**config.mk**
```make
export PLATFORM = sky130hd
export DESIGN_NAME = llr_load_sequencer
export DESIGN_NICKNAME = d
export VERILOG_FILES = /design/src/rtl/llr_load_sequencer.sv
export SDC_FILE = /design/constraint.sdc
export NUM_CORES = 1
export LEC_CHECK = 0
export BUFFER_PORTS_ARGS = -buffer_cell sky130_fd_sc_hd__buf_2
export CAP_MARGIN = 20
export CORE_ASPECT_RATIO = 1.4
export CORE_MARGIN = 2
export CORE_UTILIZATION = 52
export DETAILED_ROUTE_END_ITERATION = 8
export PLACE_DENSITY = 0.81
export SLEW_MARGIN = 25
export SYNTH_ARGS = -nofsm -noshare
export SYNTH_HDL_FRONTEND = slang
export SYNTH_SLANG_ARGS = --single-unit
```
**constraint.sdc**
```tcl
create_clock -name clk -period 2.57 [get_ports clk]
set_input_delay 0.257 -clock clk [delete_from_list [all_inputs] [get_ports clk]]
set_output_delay 0.257 -clock clk [all_outputs]
set_load 0.1 [all_outputs]
```
**src/rtl/llr_load_sequencer.sv**
```systemverilog
// -----------------------------------------------------------------------------
// llr_load_sequencer
//
// Purpose:
//   Streams channel LLRs into the PE grid of an LDPC decoder, one frame at a
//   time. Word index i of a frame (0 .. L*K*K-1) is written to PE i/L at
//   address i%L. Each frame is preceded by a one-cycle decoder reset pulse.
//   When the whole frame is loaded, the sequencer waits for the decoder to
//   acknowledge it before starting the next one.
//
// Ports:
//   clk            in   rising-edge clock
//   reset          in   asynchronous, active-high reset
//   llr_in         in   [IN_WIDTH]  channel LLR, two's complement
//   llr_valid      in   llr_in valid
//   llr_ready      out  sequencer accepts llr_in this cycle
//   dec_ack        in   one-cycle pulse, decoder consumed the loaded frame
//   ext_reset_out  out  one-cycle decoder frame-reset pulse
//   pe_select      out  [K*K] one-hot PE write strobe (registered)
//   load_add       out  [ADDR_WIDTH] PE memory write address (registered)
//   int_out        out  [MESSAGE_WIDTH] intrinsic word to decoder (registered)
//   frame_loaded   out  level, frame fully written and awaiting dec_ack
//   frame_count    out  [8] frames acknowledged, wraps 255->0
//
// Configuration:
//   LLR_SATURATE_EN  defined   : llr_in is clamped to +/-(2^(MESSAGE_WIDTH-1)-1)
//                    undefined : int_out is llr_in[MESSAGE_WIDTH-1:0]
// -----------------------------------------------------------------------------
module llr_load_sequencer #(
    parameter int L             = 32,
    parameter int K             = 6,
    parameter int ADDR_WIDTH    = 5,
    parameter int MESSAGE_WIDTH = 5,
    parameter int IN_WIDTH      = 6
) (
    input  logic                     clk,
    input  logic                     reset,
    input  logic [IN_WIDTH-1:0]      llr_in,
    input  logic                     llr_valid,
    output logic                     llr_ready,
    input  logic                     dec_ack,
    output logic                     ext_reset_out,
    output logic [K*K-1:0]           pe_select,
    output logic [ADDR_WIDTH-1:0]    load_add,
    output logic [MESSAGE_WIDTH-1:0] int_out,
    output logic                     frame_loaded,
    output logic [7:0]               frame_count
);

    localparam int NUM_PE = K * K;
    localparam int PE_W   = (NUM_PE > 1) ? $clog2(NUM_PE) : 1;

    typedef enum logic [1:0] {
        IDLE,
        CLEAR,
        LOAD,
        WAIT_ACK
    } state_t;

    state_t                   state_reg, state_next;
    logic [PE_W-1:0]          pe_cnt_reg, pe_cnt_next;
    logic [ADDR_WIDTH-1:0]    addr_cnt_reg, addr_cnt_next;
    logic [7:0]               frame_count_reg, frame_count_next;

    logic [NUM_PE-1:0]        pe_select_reg;
    logic [ADDR_WIDTH-1:0]    load_add_reg;
    logic [MESSAGE_WIDTH-1:0] int_out_reg;

    logic                     transfer;
    logic                     last_addr;
    logic                     last_pe;
    logic [NUM_PE-1:0]        pe_onehot;
    logic [MESSAGE_WIDTH-1:0] conv_word;

    // llr_valid is only honoured while loading; everywhere else it is ignored.
    assign transfer  = (state_reg == LOAD) && llr_valid;
    assign last_addr = (addr_cnt_reg == ADDR_WIDTH'(L - 1));
    assign last_pe   = (pe_cnt_reg == PE_W'(NUM_PE - 1));

    // One-hot decode of the PE counter. The counter never exceeds NUM_PE-1,
    // so at most one strobe bit can ever be set.
    genvar gi;
    generate
        for (gi = 0; gi < NUM_PE; gi++) begin : g_pe_decode
            assign pe_onehot[gi] = (pe_cnt_reg == PE_W'(gi));
        end
    endgenerate

`ifdef LLR_SATURATE_EN
    // Symmetric clamp: the most negative message code is never produced so
    // that the decoder's magnitude arithmetic cannot overflow on negation.
    localparam logic signed [IN_WIDTH-1:0] SAT_MAX =
        IN_WIDTH'((1 << (MESSAGE_WIDTH - 1)) - 1);
    localparam logic signed [IN_WIDTH-1:0] SAT_MIN = -SAT_MAX;

    logic signed [IN_WIDTH-1:0] llr_signed;
    logic signed [IN_WIDTH-1:0] llr_clamped;

    assign llr_signed = $signed(llr_in);

    always_comb begin
        llr_clamped = llr_signed;
        if (llr_signed > SAT_MAX) begin
            llr_clamped = SAT_MAX;
        end else if (llr_signed < SAT_MIN) begin
            llr_clamped = SAT_MIN;
        end
    end

    assign conv_word = llr_clamped[MESSAGE_WIDTH-1:0];
`else
    // Plain truncation; the upper input bits are intentionally dropped.
    logic unused_llr_msbs;
    assign unused_llr_msbs = ^llr_in;
    assign conv_word       = llr_in[MESSAGE_WIDTH-1:0];
`endif

    // State and counter registers.
    always_ff @(posedge clk or posedge reset) begin
        if (reset) begin
            state_reg       <= IDLE;
            pe_cnt_reg      <= '0;
            addr_cnt_reg    <= '0;
            frame_count_reg <= '0;
        end else begin
            state_reg       <= state_next;
            pe_cnt_reg      <= pe_cnt_next;
            addr_cnt_reg    <= addr_cnt_next;
            frame_count_reg <= frame_count_next;
        end
    end

    // Next-state, counter update and state-decoded outputs.
    always_comb begin
        state_next       = state_reg;
        pe_cnt_next      = pe_cnt_reg;
        addr_cnt_next    = addr_cnt_reg;
        frame_count_next = frame_count_reg;
        llr_ready        = 1'b0;
        ext_reset_out    = 1'b0;
        frame_loaded     = 1'b0;

        case (state_reg)
            IDLE: begin
                state_next = CLEAR;
            end
            CLEAR: begin
                ext_reset_out = 1'b1;
                state_next    = LOAD;
            end
            LOAD: begin
                llr_ready = 1'b1;
                if (transfer) begin
                    if (last_addr) begin
                        addr_cnt_next = '0;
                        if (last_pe) begin
                            // Final word of the frame: counters rewind so the
                            // next frame starts at index 0.
                            pe_cnt_next = '0;
                            state_next  = WAIT_ACK;
                        end else begin
                            pe_cnt_next = pe_cnt_reg + 1'b1;
                        end
                    end else begin
                        addr_cnt_next = addr_cnt_reg + 1'b1;
                    end
                end
            end
            WAIT_ACK: begin
                frame_loaded = 1'b1;
                if (dec_ack) begin
                    frame_count_next = frame_count_reg + 8'd1;
                    state_next       = CLEAR;
                end
            end
            default: begin
                state_next = IDLE;
            end
        endcase
    end

    // Write-port registers: one cycle of latency after the accepting edge.
    // The strobe is a single-cycle pulse; address and data hold between writes.
    always_ff @(posedge clk or posedge reset) begin
        if (reset) begin
            pe_select_reg <= '0;
            load_add_reg  <= '0;
            int_out_reg   <= '0;
        end else begin
            pe_select_reg <= transfer ? pe_onehot : '0;
            if (transfer) begin
                load_add_reg <= addr_cnt_reg;
                int_out_reg  <= conv_word;
            end
        end
    end

    assign pe_select   = pe_select_reg;
    assign load_add    = load_add_reg;
    assign int_out     = int_out_reg;
    assign frame_count = frame_count_reg;

endmodule

```
# After elaboration in Yosys (flattened, before gate mapping)
# Index checks and enable logic that the tools add are counted.
[word_totals]
regBits = 67
output_inout_bits = 57
in_bits = 10
wordCells = 71
[op_classes]
add_sub_neg = 3
mux = 11
n_reduce_logical = 7
eq_ne = 43
[op_table]
columns = ["cell", "n"]
rows = [
  ["== test 6 x 5 -> 1 bit (second input constant)", 16],
  ["== test 6 x 4 -> 1 bit (second input constant)", 8],
  ["2-to-1 mux 36 bit", 1],
  ["== test 6 x 3 -> 1 bit (second input constant)", 4],
  ["== test 6 bit (second input constant)", 4],
  ["== test 6 x 2 -> 1 bit (second input constant)", 2],
  ["adder 8 x 1 -> 8 bit (second input constant)", 1],
  ["2-to-1 mux 2 bit", 4],
  ["!= test 2 bit (second input constant)", 4],
  ["one-hot mux 2 bit (4 select lines)", 1],
  ["adder 6 x 1 -> 6 bit (second input constant)", 1],
  ["== test 6 x 1 -> 1 bit (second input constant)", 1],
  ["zero test 6 bit", 1],
  ["2-to-1 mux 6 bit", 1],
  ["adder 5 x 1 -> 5 bit (second input constant)", 1],
  ["== test 5 bit (second input constant)", 1],
  ["2-to-1 mux 5 bit", 1],
  ["== test 2 bit (second input constant)", 2],
  ["AND reduction 2 bit", 2],
  ["AND reduction 4 bit", 1],
  ["2-to-1 mux 1 bit", 3],
  ["AND reduction 3 bit", 1],
  ["== test 2 x 1 -> 1 bit (second input constant)", 1],
  ["zero test 2 bit", 1],
  ["logical AND 1 bit", 1],
]

# Logic depth before layout (Yosys ltp)
[logic_depth]
ltp_word = 5
depth_mapped = 7
ltp_nobuf = 6

# Worst setup path before layout
# OpenSTA, ideal clock, no wires.
[synth_timing]
path_type = "register -> register"
startpoint = "register state_reg[0]"
endpoint = "register int_out_reg[0], in the netlist int_out[0]"
period_less_slack_ns = 2.283
path_stages_with_launch = 7
path_buffers = 2
t_arrival_ns = 2.157
slack_ns = 0.287
setup_time_ns = 0.126
t_required_ns = 2.444
cell_sequence = "dfrtp_1 inv_1 ha_1 buf_2 nand2_2 buf_2 mux2_2"
[synth_between]
elab_chain_len = 2
[synth_lines]
columns = ["item", "line", "rtl"]
rows = [
  ["start: declaration", "60", "state_t state_reg, state_next;"],
  ["start signal: assignment", "126", "state_reg <= state_next;"],
  ["== test 2 bit", "76", "assign transfer = (state_reg == LOAD) && llr_valid;"],
  ["logical AND 1 bit", "76", ""],
  ["end signal: assignment", "193", "int_out_reg <= conv_word;"],
  ["end: declaration", "67", "logic [MESSAGE_WIDTH-1:0] int_out_reg;"],
]
# No other way between the ends.
# A chain may end at the register's enable or synchronous reset.

# Worst setup path after layout
[layout_timing]
startpoint = "register state_reg[0]"
endpoint = "output port llr_ready"
[layout_between]
elab_chain_len = 2
[layout_lines]
columns = ["item", "line", "rtl"]
rows = [
  ["== test 2 bit", "143", "case (state_reg)"],
  ["2-to-1 mux 1 bit", "143", ""],
  ["end: declaration", "40", "output logic llr_ready,"],
]
# No other way between the ends.

==> results.txt <==
----------------------------------------------------
[Final layout]
  Final core utilization ... 0.646
  Fraction of final layout cells with drive strength greater than 1 ... 0.337
  Layout area overhead ... 20.4%
  Number of filler cells placed in the layout ... 429
  Count of antenna diodes in the layout ... 0
  Final net count ... 317
  Max FFs per register ... 36

[Place]
  Final HPWL from detailed placement ... 3370 um
  Worst Setup Slack post-DPL ... 660 ps
  Final estimated routing congestion in global placement ... 0.807
  Buffers added on ports ... 65

[Global route]
  Pin count of the biggest net entering global routing ... 41
  Number of global-route vias before repair ... 1763
  Initial antenna violation count ... 0
  Remaining Overflow, GRT ... 0
  Gr usage total ... 0.178
  First-pass GRT wire length ... 8040 um

[STA]
  Total count of max-transition violations in the final report ... 0
  Clock skew ... 5.54 ps
  Highest attainable clock frequency ... 503 MHz
  Minimum setup slack in the final design ... 580 ps
  Tightest Pin Transition ... 611 ps
  Relative slew slack ... 0.592
  Setup repair after global routing missed its margin ... false
  Hold Worst Slack ... 148 ps
  # setup viols final ... 0
  Final hold vios ... 0
  Total Negative Setup Slacks ... 0 ps
  Share of the cycle needed by the critical path after routing ... 0.774
  Shortest clock period the worst path allows after layout ... 1990 ps

[Worst setup path]
  Data required time of the worst path ... 2310 ps
  Worst flop-to-flop path startpoint ... state_reg[0]
  R2r endpoint ... pe_select[12]
  Worst setup path category ... reg -> out
  Flop2flop setup slack ... 590 ps
  Critical path launch point type ... flop
  Worst Path Arrival ... 1730 ps
  CP endpoint kind ... output pin
  Path depth of the worst reg2reg path ... 5
  Critical path peak fanout ... 11

[Hold path]
  Type of the worst min-delay path ... in -> reg
  Count of cells along the worst hold path ... 2
  Start point of the worst min-delay path ... llr_in[4]
  Endpoint of the worst hold-timing path ... int_out[4]

[Detailed routing]
  DR vias ... 1849
  Detail-routed net length per standard cell ... 13.0 um
  Vias per std cell ... 5.05
  Iteration count of the initial detailed-routing pass ... 4
  DRT iter0 DRCs ... 116
  DR DRC count ... 0
  Antenna viol nets, final ... 0
  Final routed wirelength across all metal layers ... 4740 um

[Floorplan]
  Placeable core region ... 5120 sq um
  Area of the die ... 5890 sq um
  Width of the die ... 65.4 um
  Overall die height ... 90.0 um
  Starting density of the core ... 0.537
  Boundary pin count ... 67
  Number of cell rows ... 31

[Power and ir drop]
  Total power ... 0.00291 W
  Reported leakage power ... 1.78 nW
  Power per cell area ... 880 nW/um^2
  Max rail drop VDD ... 0.703 mV

[Synth]
  Share of synthesized area occupied by flip-flops and latches ... 0.610
  Main flop type after synthesis ... sky130_fd_sc_hd__dfrtp_1
  Ys async rst share ... 1.00
  Yosys synthesis warning count ... 0
  Top cell types by occurrence after synthesis ... 67 x sky130_fd_sc_hd__dfrtp_1, 24 x sky130_fd_sc_hd__nor2_1, 18 x sky130_fd_sc_hd__and2_1, 13 x sky130_fd_sc_hd__mux2_2, 13 x sky130_fd_sc_hd__nand2_1
  Total nets after synthesis ... 246
  Post-synth EDFFs ... 0
  Yosys top cell area share ... 0.610
  Netlist Area Pre-Place ... 2750 sq um
  Library cell with the highest instance count after synthesis ... sky130_fd_sc_hd__dfrtp_1
  Top cells by area in the synthesized netlist ... sky130_fd_sc_hd__dfrtp_1 61%, sky130_fd_sc_hd__mux2_2 5.3%, sky130_fd_sc_hd__ha_1 5.0%, sky130_fd_sc_hd__and2_1 4.1%, sky130_fd_sc_hd__nor2_1 3.3%
  Most area-hungry cell type in the Yosys netlist ... sky130_fd_sc_hd__dfrtp_1
  Per-instance average area after synthesis ... 12.2 sq um
  Number of distinct library cell variants in the gate-level netlist after synthesis ... 35
  Number of flip-flops and latches in the synthesized netlist ... 67
  Count of mapped cells out of synthesis ... 225

[Clock tree]
  Later-pin clock latency in the skew report ... 340 ps
  CTS tree ... done
  TritonCTS Buffers ... 9
  Number of clock sinks ... 67
  Buffer cell driving the clock tree root ... sky130_fd_sc_hd__clkbuf_8
  Number of buffers on the longest clock path ... 2
  Cells resized by post-CTS repair ... 0
  Register clock-pin slew on the reported worst setup and hold paths ... 70 ps
  # H-tree levels ... 3

[Run]
  Max-cap violations ... 0

[Status]
  Outcome ... complete, no violations

----------------------------------------------------
==> through the flow <==
step,instances,area [sq um]
3_3_place_gp,350,3130
6_report,366,3310
5_1_grt,366,3310
4_1_cts,366,3310
2_1_floorplan,225,2750
3_5_place_dp,350,3130
==> report_power, final <==
part	total [W]	switching, W	internal [W]
Combinational	0.000907	0.000712	0.000195
Sequential	0.00127	0.0000957	0.00117
Clock	0.000738	0.000374	0.000365
Total	0.00291	0.00118	0.00173
==> layout make-up <==
cell class,count,area (sq um),area share
multi-input cells,144,998,0.302
clock inverters,5,30.0,0.00908
flip-flops and latches,67,1680,0.507
well taps,66,82.6,0.0250
repair buffers,67,355,0.107
inverters,7,26.3,0.00795
clock buffers,10,138,0.0416
==> layout by cell type (no fill, tap or decap), types with 2 or more instances in the layout <==
master / Yosys / layout
sky130_fd_sc_hd__and2_1: 18 / 18
sky130_fd_sc_hd__and3_1: 3 / 3
sky130_fd_sc_hd__and4_1: 3 / 3
sky130_fd_sc_hd__buf_2: 4 / 65
sky130_fd_sc_hd__clkbuf_8: 0 / 10
sky130_fd_sc_hd__clkinv_2: 0 / 3
sky130_fd_sc_hd__clkinvlp_4: 0 / 2
sky130_fd_sc_hd__dfrtp_1: 67 / 67
sky130_fd_sc_hd__ha_1: 11 / 11
sky130_fd_sc_hd__inv_1: 7 / 6
sky130_fd_sc_hd__mux2_2: 13 / 13
sky130_fd_sc_hd__mux2i_1: 3 / 3
sky130_fd_sc_hd__nand2_1: 13 / 13
sky130_fd_sc_hd__nand2b_1: 8 / 8
sky130_fd_sc_hd__nand3_1: 4 / 4
sky130_fd_sc_hd__nand4_1: 3 / 3
sky130_fd_sc_hd__nor2_1: 24 / 24
sky130_fd_sc_hd__nor3_1: 6 / 6
sky130_fd_sc_hd__o21ai_0: 10 / 10
sky130_fd_sc_hd__or2_2: 2 / 2
sky130_fd_sc_hd__xnor2_1: 6 / 6
sky130_fd_sc_hd__xor2_1: 3 / 3
==> layer usage <==
metal  GRT usage  share of wire  vias up
li1            -              -      891
met1       0.207           0.41      895
met2       0.302           0.52       54
met3      0.0588          0.055        9
met4      0.0608          0.015        0
met5           0              0        -
==> kinds of logic after synthesis <==
group                      share of synthesized area
adders and majority gates                     0.0501
xor gates and xnor gates                      0.0287
muxes                                         0.0642
DFF                                            0.610
AOI/OAI and AO/OA                             0.0360
and+or+nand+nor                                0.184
buffers and inverters                         0.0264
==> worst max path at each step <==
stage	from	endpoint	slack, ps	cells after the start
after CTS	state_reg[0]	llr_ready	560	3
final	state_reg[0]	llr_ready	580	3
after detailed placement	addr_cnt_reg[0]	state_reg[1]	660	6
after global placement	addr_cnt_reg[0]	state_reg[1]	740	6
after global routing	state_reg[0]	pe_select[12]	460	5
after floorplan	state_reg[0]	int_out[0]	290	6
==> critical path, cell delays in order, from the launching register on <==
cell	delay [ps]
sky130_fd_sc_hd__dfrtp_1	430
sky130_fd_sc_hd__inv_1	80
sky130_fd_sc_hd__ha_1	370
sky130_fd_sc_hd__buf_2	510
==> repair_timing <==
action,in CTS,in global routing
hold buffers,1,0
buffers inserted,0,0
hold endpoints to repair,22,0
No activity file was read; power rests on OpenSTA's default activity.
